$ cat src/rtl/fifo_sync.sv
// Single-clock FIFO with an occupancy counter, programmable almost-full/almost-empty
// flags, sticky error flags and a selectable registered-read or first-word-fall-through port.
module fifo_sync #(
  parameter int DATA_WIDTH    = 8,
  parameter int ADDR_WIDTH    = 5,
  parameter int AFULL_THRESH  = 28,
  parameter int AEMPTY_THRESH = 4,
  parameter int FWFT          = 0
) (
  input  logic                  clk,
  input  logic                  rst,
  input  logic [DATA_WIDTH-1:0] data_in,
  input  logic                  Wr_enable,
  input  logic                  Read_enable,
  input  logic                  err_clr,
  output logic [DATA_WIDTH-1:0] data_out,
  output logic                  full_flag,
  output logic                  empty_flag,
  output logic                  almost_full,
  output logic                  almost_empty,
  output logic [ADDR_WIDTH:0]   count,
  output logic                  overflow,
  output logic                  underflow
);

  localparam int DEPTH = 2 ** ADDR_WIDTH;
  localparam logic [ADDR_WIDTH:0] DEPTH_C  = (ADDR_WIDTH + 1)'(DEPTH);
  localparam logic [ADDR_WIDTH:0] AFULL_C  = (ADDR_WIDTH + 1)'(AFULL_THRESH);
  localparam logic [ADDR_WIDTH:0] AEMPTY_C = (ADDR_WIDTH + 1)'(AEMPTY_THRESH);

  logic [DATA_WIDTH-1:0] mem [DEPTH];
  logic [ADDR_WIDTH:0]   wr_ptr;
  logic [ADDR_WIDTH:0]   rd_ptr;
  logic                  wr_acc;
  logic                  rd_acc;

  // Acceptance uses this cycle's flags only, so a full FIFO drops a write even
  // when a read is accepted alongside it (and symmetrically for empty).
  assign wr_acc = Wr_enable & ~full_flag;
  assign rd_acc = Read_enable & ~empty_flag;

  assign full_flag    = (count == DEPTH_C);
  assign empty_flag   = (count == '0);
  assign almost_full  = (count >= AFULL_C);
  assign almost_empty = (count <= AEMPTY_C);

  always_ff @(posedge clk or posedge rst) begin
    if (rst) begin
      wr_ptr <= '0;
      rd_ptr <= '0;
      count  <= '0;
    end else begin
      if (wr_acc) wr_ptr <= wr_ptr + 1'b1;
      if (rd_acc) rd_ptr <= rd_ptr + 1'b1;
      case ({wr_acc, rd_acc})
        2'b10:   count <= count + 1'b1;
        2'b01:   count <= count - 1'b1;
        default: count <= count;
      endcase
    end
  end

  // A set event in the same cycle as err_clr keeps the flag high.
  always_ff @(posedge clk or posedge rst) begin
    if (rst) begin
      overflow  <= 1'b0;
      underflow <= 1'b0;
    end else begin
      overflow  <= (Wr_enable & full_flag)    | (overflow  & ~err_clr);
      underflow <= (Read_enable & empty_flag) | (underflow & ~err_clr);
    end
  end

  always_ff @(posedge clk) begin
    if (wr_acc) mem[wr_ptr[ADDR_WIDTH-1:0]] <= data_in;
  end

  generate
    if (FWFT != 0) begin : g_fwft
      assign data_out = mem[rd_ptr[ADDR_WIDTH-1:0]];
    end else begin : g_reg
      always_ff @(posedge clk or posedge rst) begin
        if (rst) data_out <= '0;
        else if (rd_acc) data_out <= mem[rd_ptr[ADDR_WIDTH-1:0]];
      end
    end
  endgenerate

  // The pointer distance must always agree with the occupancy counter.
  a_count_matches_ptrs: assert property (@(posedge clk) disable iff (rst)
    count == (wr_ptr - rd_ptr));

endmodule

$ cat config.mk
export PLATFORM = sky130hd
export DESIGN_NAME = fifo_sync
export DESIGN_NICKNAME = d
export VERILOG_FILES = /design/src/rtl/fifo_sync.sv
export SDC_FILE = /design/constraint.sdc
export NUM_CORES = 1
export LEC_CHECK = 0
export ABC_AREA = 0
export BUFFER_PORTS_ARGS = -buffer_cell sky130_fd_sc_hd__buf_2
export CORE_MARGIN = 2
export CORE_UTILIZATION = 45
export CTS_CLUSTER_DIAMETER = 150
export CTS_CLUSTER_SIZE = 14
export DETAILED_ROUTE_END_ITERATION = 10
export HOLD_SLACK_MARGIN = 0.06
export PLACE_DENSITY_LB_ADDON = 0.25
export SLEW_MARGIN = 20
export SYNTH_ARGS = -nofsm -noshare
export SYNTH_HDL_FRONTEND = slang
export SYNTH_SLANG_ARGS = --single-unit
$ cat constraint.sdc
create_clock -name clk -period 4.1 [get_ports clk]
set_input_delay 1.025 -clock clk [delete_from_list [all_inputs] [get_ports clk]]
set_output_delay 1.025 -clock clk [all_outputs]
set_load 0.05 [all_outputs]
[Yosys cells after proc, flatten, opt, wreduce, memory -nomap -nowiden]
Memory sizes are Yosys's and may differ from the RTL's. A register that Yosys moved wholly into a read port is not among the register bits.
Cells that the tools add are included.
W data, S select, Z words.
Storage, ports and cells
  bits of input ports: 13
  bits in writable memories: 256
  output and inout bits: 20
  logic and storage cells: 31
  register bits after elaboration: 20
  memories kept: 1
Cells by class
  add/subtract/negate cells: 4
  mux-type cells: 3
  reduce and logical (&&, ||, !) cells: 2
  order comparisons: 2
  bitwise logic cells: 11
  eq/ne operators: 3
Memory list
  mem: words 32, width 8, read ports 1, clocked after Yosys merged registers in 1, wr ports 1, RTL line 31  | logic [DATA_WIDTH-1:0] mem [DEPTH];
Operator list (number)
  $add A6 B1 Y6 const B: 3
  $pmux W6 S2: 1
  $and A1 B1 Y1: 6
  $eq A6 B6 Y1 const B: 1
  $ge A6 B5 Y1 const B: 1
  $le A6 B3 Y1 const B: 1
  $logic_not A6 Y1: 1
  $sub A6 B1 Y6 const B: 1
  $not A1 Y1: 3
  $eq A2 B1 Y1 const B: 1
  $eq A2 B2 Y1 const B: 1
  $mux W1: 2
  $or A1 B1 Y1: 2
  $reduce_bool A2 Y1: 1

[Depth between registers and ports, before layout]
Gate-level depths: netlist of the first run.
  depth after elaboration: 5
  gate-level depth with buffers: 13
  mapped depth without buffers: 11

[Least setup slack after synthesis of the first run]
Ideal clock, no wire load.
  path kind: register to register
  start: register count[0]
  end: register count[5]
  setup time: 145 ps
  buffers on the path: 2
  stages on the path, launching flop included: 13
  arrival: 3708 ps
  clock period less this slack: 3853 ps
  required time: 3955 ps
  setup slack: 247 ps
  path through: dfrtp_1 > clkbuf_1 > or4_4 > nor3b_2 > nor2b_1 > buf_6 > inv_1 > ha_1 > nor2b_1 > mux2i_1 > or4_1 > a221oi_1 > xor2_1
On the way
  longest elaborated chain between the ends: 5
  elaborated cells between the ends (all ways): 12
  those cells by class: add/sub: 2; eq/ne: 3; mux: 1; bitwise: 4; reduce/logical: 2
RTL lines
  start: declaration: RTL line 21  | output logic [ADDR_WIDTH:0] count,
  start signal: assignment: RTL line 56  | 2'b10: count <= count + 1'b1;
  start signal: assignment: RTL line 57  | 2'b01: count <= count - 1'b1;
  start signal: assignment: RTL line 58  | default: count <= count;
  $eq A6 B6 Y1 (*): RTL line 42  | assign full_flag = (count == DEPTH_C);
  named net full_flag: RTL line 17  | output logic full_flag,
  $not A1 Y1 (*): RTL line 39  | assign wr_acc = Wr_enable & ~full_flag;
  $and A1 B1 Y1 (*): RTL line 39
  $eq A2 B1 Y1 or $eq A2 B2 Y1 (tied branches): RTL line 55  | case ({wr_acc, rd_acc})
  $pmux W6 S2 or $reduce_bool A2 Y1 (tied branches)
The timed path passes the listed nets; every way through them passes the cells marked *.
A chain may end at the register's enable or synchronous reset.

[Worst setup path in the final report of the first run]
  start: register count[1]
  end: register count[5]
On the way
  longest elaborated chain between the ends: 5
  elaborated cells between the ends (all ways): 12
  those cells by class: add/sub: 2; eq/ne: 3; mux: 1; bitwise: 4; reduce/logical: 2
RTL lines (RTL line)
  $eq A6 B6 Y1 or $logic_not A6 Y1 (tied branches): 42, 43
  $not A1 Y1, on equally long branches: 39, 40
  $and A1 B1 Y1, on equally long branches: 39, 40
  $eq A2 B1 Y1 or $eq A2 B2 Y1 (tied branches): 55
  $pmux W6 S2 or $reduce_bool A2 Y1 (tied branches)
Several ways; a longest one is shown, not always the timed one.

==> results of run 1 <==
==> synthesized netlist by cell type, drive strengths merged (3+ instances only) <==
cell type  count  area (µm²)
nand3          4        20.0
o31ai          9        67.6
nor2          45         169
mux4          48        1080
o21ai          5        25.0
nor3           3        15.0
nand4          4        25.0
a22o           8        70.1
ha             8         100
a21oi          5        25.0
buf           21         140
nor4           8        50.1
edfxtp       256        7690
nor3b          3        27.5
nand3b         5        37.5
dfrtp         26         651
and3           3        18.8
nand2         20        90.1
or4            3        26.3
clkbuf        13        48.8
nor2b          3        18.8
mux2i         55         551
inv            8        30.0
o22ai         13        81.3
xor2           6        52.6
xnor2         10        87.6
==> metrics by stage <==
step / total power, mW / hold WS, ps / cells
finish: 8.45 / 487 / 985
global route: 8.82 / 514 / 985
CTS: 8.51 / 494 / 985
detailed placement: 6.40 / 473 / 941
global placement: 6.34 / 461 / 941
floorplan: 5.70 / 543 / 608
==> final cells by class <==
cell class	instances	area, µm²	share of cell area
inverter	8	30.0	0.00241
clock buffer	43	693	0.0556
timing repair buffer	37	210	0.0168
clock inverter	1	16.3	0.00130
sequential	282	8340	0.669
multi-input combinational	284	2770	0.222
tap	330	413	0.0331
==> power groups by stage <==
stage,clock network [mW],registers (mW),logic [mW]
after floorplan,0,3.83,1.88
after global placement,0,3.97,2.37
after global routing,2.28,3.99,2.55
final,2.12,3.94,2.39
after CTS,2.16,3.94,2.41
after detailed placement,0,4.00,2.40
==> logic make-up after synthesis <==
group                      after synthesis
xor gates and xnor gates                16
and+or+nand+nor                        107
DFF                                    282
muxes                                  104
buffers and inverters                   42
adders and majority gates                8
AOI/OAI and AO/OA                       49
==> registers in the layout (all words and copies together), names as in the netlist <==
name       cells
wr_ptr         5
count          6
mem          256
data_out       8
overflow       1
underflow      1
rd_ptr         5
==> worst paths after layout <==
path,startpoint,to,slack (ps),depth (start not counted)
min,data_out[4],data_out[4],490,2
min reg2reg,data_out[4],data_out[4],490,2
max reg2reg,count[1],count[5],770,11
max in group asynchronous,rst,rd_ptr[1],3000,2
min in group asynchronous,rst,count[5],590,2
max,count[1],count[5],770,11
==> per-layer routing <==
metal / share of wire / vias up / global-route usage
li1: - / 2480 / -
met1: 0.46 / 2918 / 0.263
met2: 0.47 / 178 / 0.283
met3: 0.054 / 37 / 0.0252
met4: 0.020 / 0 / 0.0487
met5: 0 / - / 0
==> worst max-delay path: cells and delay by family, from the launching register on <==
family,cells,cell delay (ps)
AND/OR/NAND/NOR,5,1570
AO/OA/AOI/OAI,1,330
XOR/XNOR,1,210
flip-flops,1,500
buffers and inverters,2,280
adder cells (fa/ha/maj),1,250
multiplexers,1,110
==> flow_summary_export.csv, run 1 <==
group,metric,value,unit
status,status,"finished clean",
synthesis,ys_types,50,
clock_tree,cts_root_buffer,"clkbuf_16",
synthesis,synthAdderAreaFrac,0.00884,
layout,antenna_cells,0,
timing,clock.fmax,300,MHz
timing,tightestPinTransition,970,ps
synthesis,synth_mux_area_frac,0.145,
pwr,irDropWorstVdd,0.418,mV
critical_path,crit_required,4540,ps
detailed_routing,wl_per_cell,23.6,µm
synthesis,synth_ff_type,"edfxtp_1",
global_route,grt_max_degree,37,
synthesis,syn-mean-instance-area,18.6,µm²
layout,final_common_cell,"edfxtp_1",
critical_path,crit_chain,"or4_4 -> nor3b_2 -> nor2b_1 -> buf_4 -> inv_1 -> ha_1 -> nor2b_1 -> mux2i_1 -> or4_1 -> a221oi_1 -> xor2_1",
job,maxCapViolCount,0,
die,initial_utilization,0.454,
global_route,track_usage,0.179,
timing,fin_setup_tns,0,ps
layout,fill_cells,2056,
die,io_pins,33,
pwr,switching_power,2.84,mW
clock_tree,insertion_delay,520,ps
global_route,antenna_found_initial,0,
clock_tree,clkTransAtPathRegs,70,ps
clock_tree,cts_buffers,24,
pwr,intPower,5.61,mW
layout,fin_util,0.500,
synthesis,syn-instance-count,608,
die,placementRows,58,
clock_tree,cts_num_sinks,282,
timing,post-route-period-util,0.812,
detailed_routing,wl,23200,µm
global_route,grt_first_pass_wirelength,35000,µm
critical_path,critPathMostFrequentCell,"nor2b_1",
global_route,grt_pass1_vias,5773,
pwr,powerDensity,677,nW/µm²
synthesis,syn-cell-area,11300,µm²
synthesis,ys.warnings.count,0,
clock_tree,ctsLongestPathBuffers,3,
synthesis,synth_fp_nets,629,
critical_path,slowest_delay,600,ps
timing,finalHoldViolCount,0,
synthesis,synth-compound-area-share,0.0302,
synthesis,synth_xor_area_frac,0.0124,
timing,report.final.setup_viol,0,
clock_tree,htreeDepth,1,
die,die_width,163,µm
timing,finalMaxSlewViolations,0,
critical_path,path_class,"reg -> reg",
synthesis,async_flop_share,0.0922,
critical_path,cp_slowest_cell,"or4_4",
critical_path,crit_path_end_kind,"register",
timing,worst_clock_skew,16.9,ps
clock_tree,cts_hold_buf,0,
pwr,seq_power_share,0.466,
layout,nets,658,
placement,placed_area,11800,µm²
synthesis,seq_area_frac_synth,0.736,
pwr,swShare,0.336,
pwr,pwr-share-clk,0.251,
critical_path,startpoint_type,"register",
timing,rsz0062_at_grt,"no",
detailed_routing,firstDrtPassIters,5,
placement,gp_congestion,0.824,
critical_path,worst-path-max-fanout,11,
layout,most-common-layout-cells,"256 x edfxtp_1, 55 x mux2i_1, 48 x mux4_2, 45 x nor2_1, 32 x buf_2",
placement,dp_hpwl,14000,µm
detailed_routing,vias,5613,
die,dieHeight,163,µm
detailed_routing,drt-initial-drc-count,645,
synthesis,synthSimpleGateAreaFrac,0.0481,
timing,fin_crit,3330,ps
synthesis,synth_seq_cells,282,
critical_path,arrival,3770,ps
global_route,overflow,0,
clock_tree,cts_resized,0,
placement,pre_cts_ws,788,ps
detailed_routing,viasPerCell,5.70,
detailed_routing,drc_errors,0,
timing,fin_ws,770,ps
die,core-area,25000,µm²
synthesis,synth_top_family_by_area,"multiplexers",
clock_tree,post_cts_buffers,0,
die,dieArea,26500,µm²
synthesis,synth_edf_count,256,
layout,area_growth,10.2,%
min_path,min_path_type,"reg -> reg",
placement,io_buffers,32,
pwr,combPwrFrac,0.283,
pwr,cellLeakagePower,4.15,nW
timing,slew_headroom,0.354,
layout,layout-drive-gt1-share,0.189,
layout,fin_area,12500,µm²
clock_tree,cts_tree,"yes",
detailed_routing,ant_nets,0,
(Power assumes the default switching activity.)
==> inputs of run 2 (changes only) <==
==> constraint.sdc (replaced) <==
create_clock -name clk -period 3.36 [get_ports clk]
set_input_delay 0.84 -clock clk [delete_from_list [all_inputs] [get_ports clk]]
set_output_delay 0.84 -clock clk [all_outputs]
set_load 0.05 [all_outputs]
==> run 2 against run 1 <==
Against the previous run: critical path depth down 8; setup slack worse by 380 ps; routed wire length up 0.43%; critical path type is now reg -> out.
==> flow_summary_export.csv, run 2 (synthesis results as in run 1) <==
group,metric,value,unit
status,status,"finished clean",
pwr,cellLeakagePower,4.20,nW
layout,area_growth,11.0,%
pwr,power,10.4,mW
layout,largest_reg_flops,256,
detailed_routing,wl,23300,µm
layout,final_common_cell,"edfxtp_1",
critical_path,crit_required,2520,ps
clock_tree,cts_tree,"yes",
critical_path,worst-path-max-fanout,11,
timing,finalMaxSlewViolations,0,
critical_path,arrival,2130,ps
clock_tree,cts_root_buffer,"clkbuf_16",
global_route,grt_max_degree,33,
global_route,overflow,0,
pwr,irDropWorstVdd,0.840,mV
layout,antenna_cells,0,
layout,most-common-layout-cells,"256 x edfxtp_1, 55 x mux2i_1, 48 x mux4_2, 45 x nor2_1, 32 x buf_2",
layout,fill_cells,2022,
timing,fin_crit,2970,ps
timing,rsz0062_at_grt,"no",
die,placementRows,58,
die,dieArea,26500,µm²
timing,worst_clock_skew,17.9,ps
placement,pre_cts_ws,479,ps
critical_path,startpoint_type,"register",
die,initial_utilization,0.454,
clock_tree,cts_resized,0,
critical_path,path_class,"reg -> out",
timing,fin_ws,386,ps
timing,clock.fmax,336,MHz
detailed_routing,viasPerCell,5.72,
placement,placed_area,11900,µm²
placement,gp_congestion,0.777,
detailed_routing,vias,5677,
clock_tree,ctsLongestPathBuffers,3,
layout,layout-drive-gt1-share,0.208,
clock_tree,cts_num_sinks,282,
global_route,antenna_found_initial,0,
critical_path,crit_path_end_kind,"primary output",
die,dieHeight,163,µm
clock_tree,post_cts_buffers,0,
timing,fin_setup_tns,0,ps
clock_tree,clkTransAtPathRegs,70,ps
placement,dp_hpwl,14600,µm
timing,post-route-period-util,0.885,
timing,tightestPinTransition,926,ps
clock_tree,insertion_delay,520,ps
detailed_routing,wl_per_cell,23.5,µm
timing,finalHoldViolCount,0,
clock_tree,cts_hold_buf,0,
clock_tree,htreeDepth,1,
layout,fin_area,12600,µm²
timing,report.final.setup_viol,0,
detailed_routing,drt-initial-drc-count,477,
timing,slew_headroom,0.380,
detailed_routing,ant_nets,0,
clock_tree,cts_buffers,24,
pwr,powerDensity,824,nW/µm²
die,die_width,163,µm
global_route,grt_first_pass_wirelength,35800,µm
die,io_pins,33,
global_route,track_usage,0.182,
job,maxCapViolCount,0,
placement,io_buffers,32,
die,core-area,25000,µm²
global_route,grt_pass1_vias,5859,
min_path,min_path_type,"in -> async",
layout,nets,666,
detailed_routing,drc_errors,0,
detailed_routing,firstDrtPassIters,5,
run 2: cell types whose count changed in the layout (fill, tap and decap cells not counted), sizes merged:
cell,before,now
clkinv,2,1
inv,7,8
buf,37,45
run 2: area by class of cell:
type | count | area, µm² | area share
clock inverters | 1 | 16.3 | 0.00129
clock buffers | 43 | 693 | 0.0551
inverters | 8 | 30.0 | 0.00239
flip-flops and latches | 282 | 8350 | 0.664
repair buffers | 45 | 283 | 0.0225
well taps | 330 | 413 | 0.0328
multi-input cells | 284 | 2790 | 0.222
run 2: through the flow:
stage | util | hold slack, ps | instances
2_1_floorplan | - | 543 | 608
5_1_grt | 0.504 | 522 | 993
6_report | 0.504 | 497 | 993
3_3_place_gp | 0.475 | 470 | 949
3_5_place_dp | 0.475 | 483 | 949
4_1_cts | 0.504 | 499 | 993
run 2: worst paths after layout:
check / start / endpoint / slack [ps] / depth (start not counted)
worst max-delay path: count[1] / full_flag / 390 / 3
worst min-delay path: rst / data_out[6] / 500 / 2
worst max register to register: count[1] / count[5] / 430 / 10
worst min register to register: data_out[1] / data_out[1] / 500 / 2
max in group asynchronous: rst / wr_ptr[0] / 2220 / 3
min in group clk: data_out[1] / data_out[1] / 500 / 2
run 2: layer usage:
metal | vias to the layer above | routed length, µm | GRT usage
li1 | 2500 | - | -
met1 | 3000 | 10400 | 0.258
met4 | 0 | 398 | 0.0398
met5 | - | 0 | 0
met3 | 34 | 924 | 0.0204
met2 | 143 | 11600 | 0.306
run 2: worst max-delay path, cell delays in order (launching register included):
cell and delay, ps:
dfrtp_2 480, or4_4 590, nor3b_4 250, buf_2 300
run 2: where the power goes:
part           internal, mW  total (mW)  switching, mW
Sequential             4.19        4.72          0.528
Combinational          1.31        3.06           1.75
Clock                  1.40        2.57           1.18
Total                  6.89        10.4           3.46
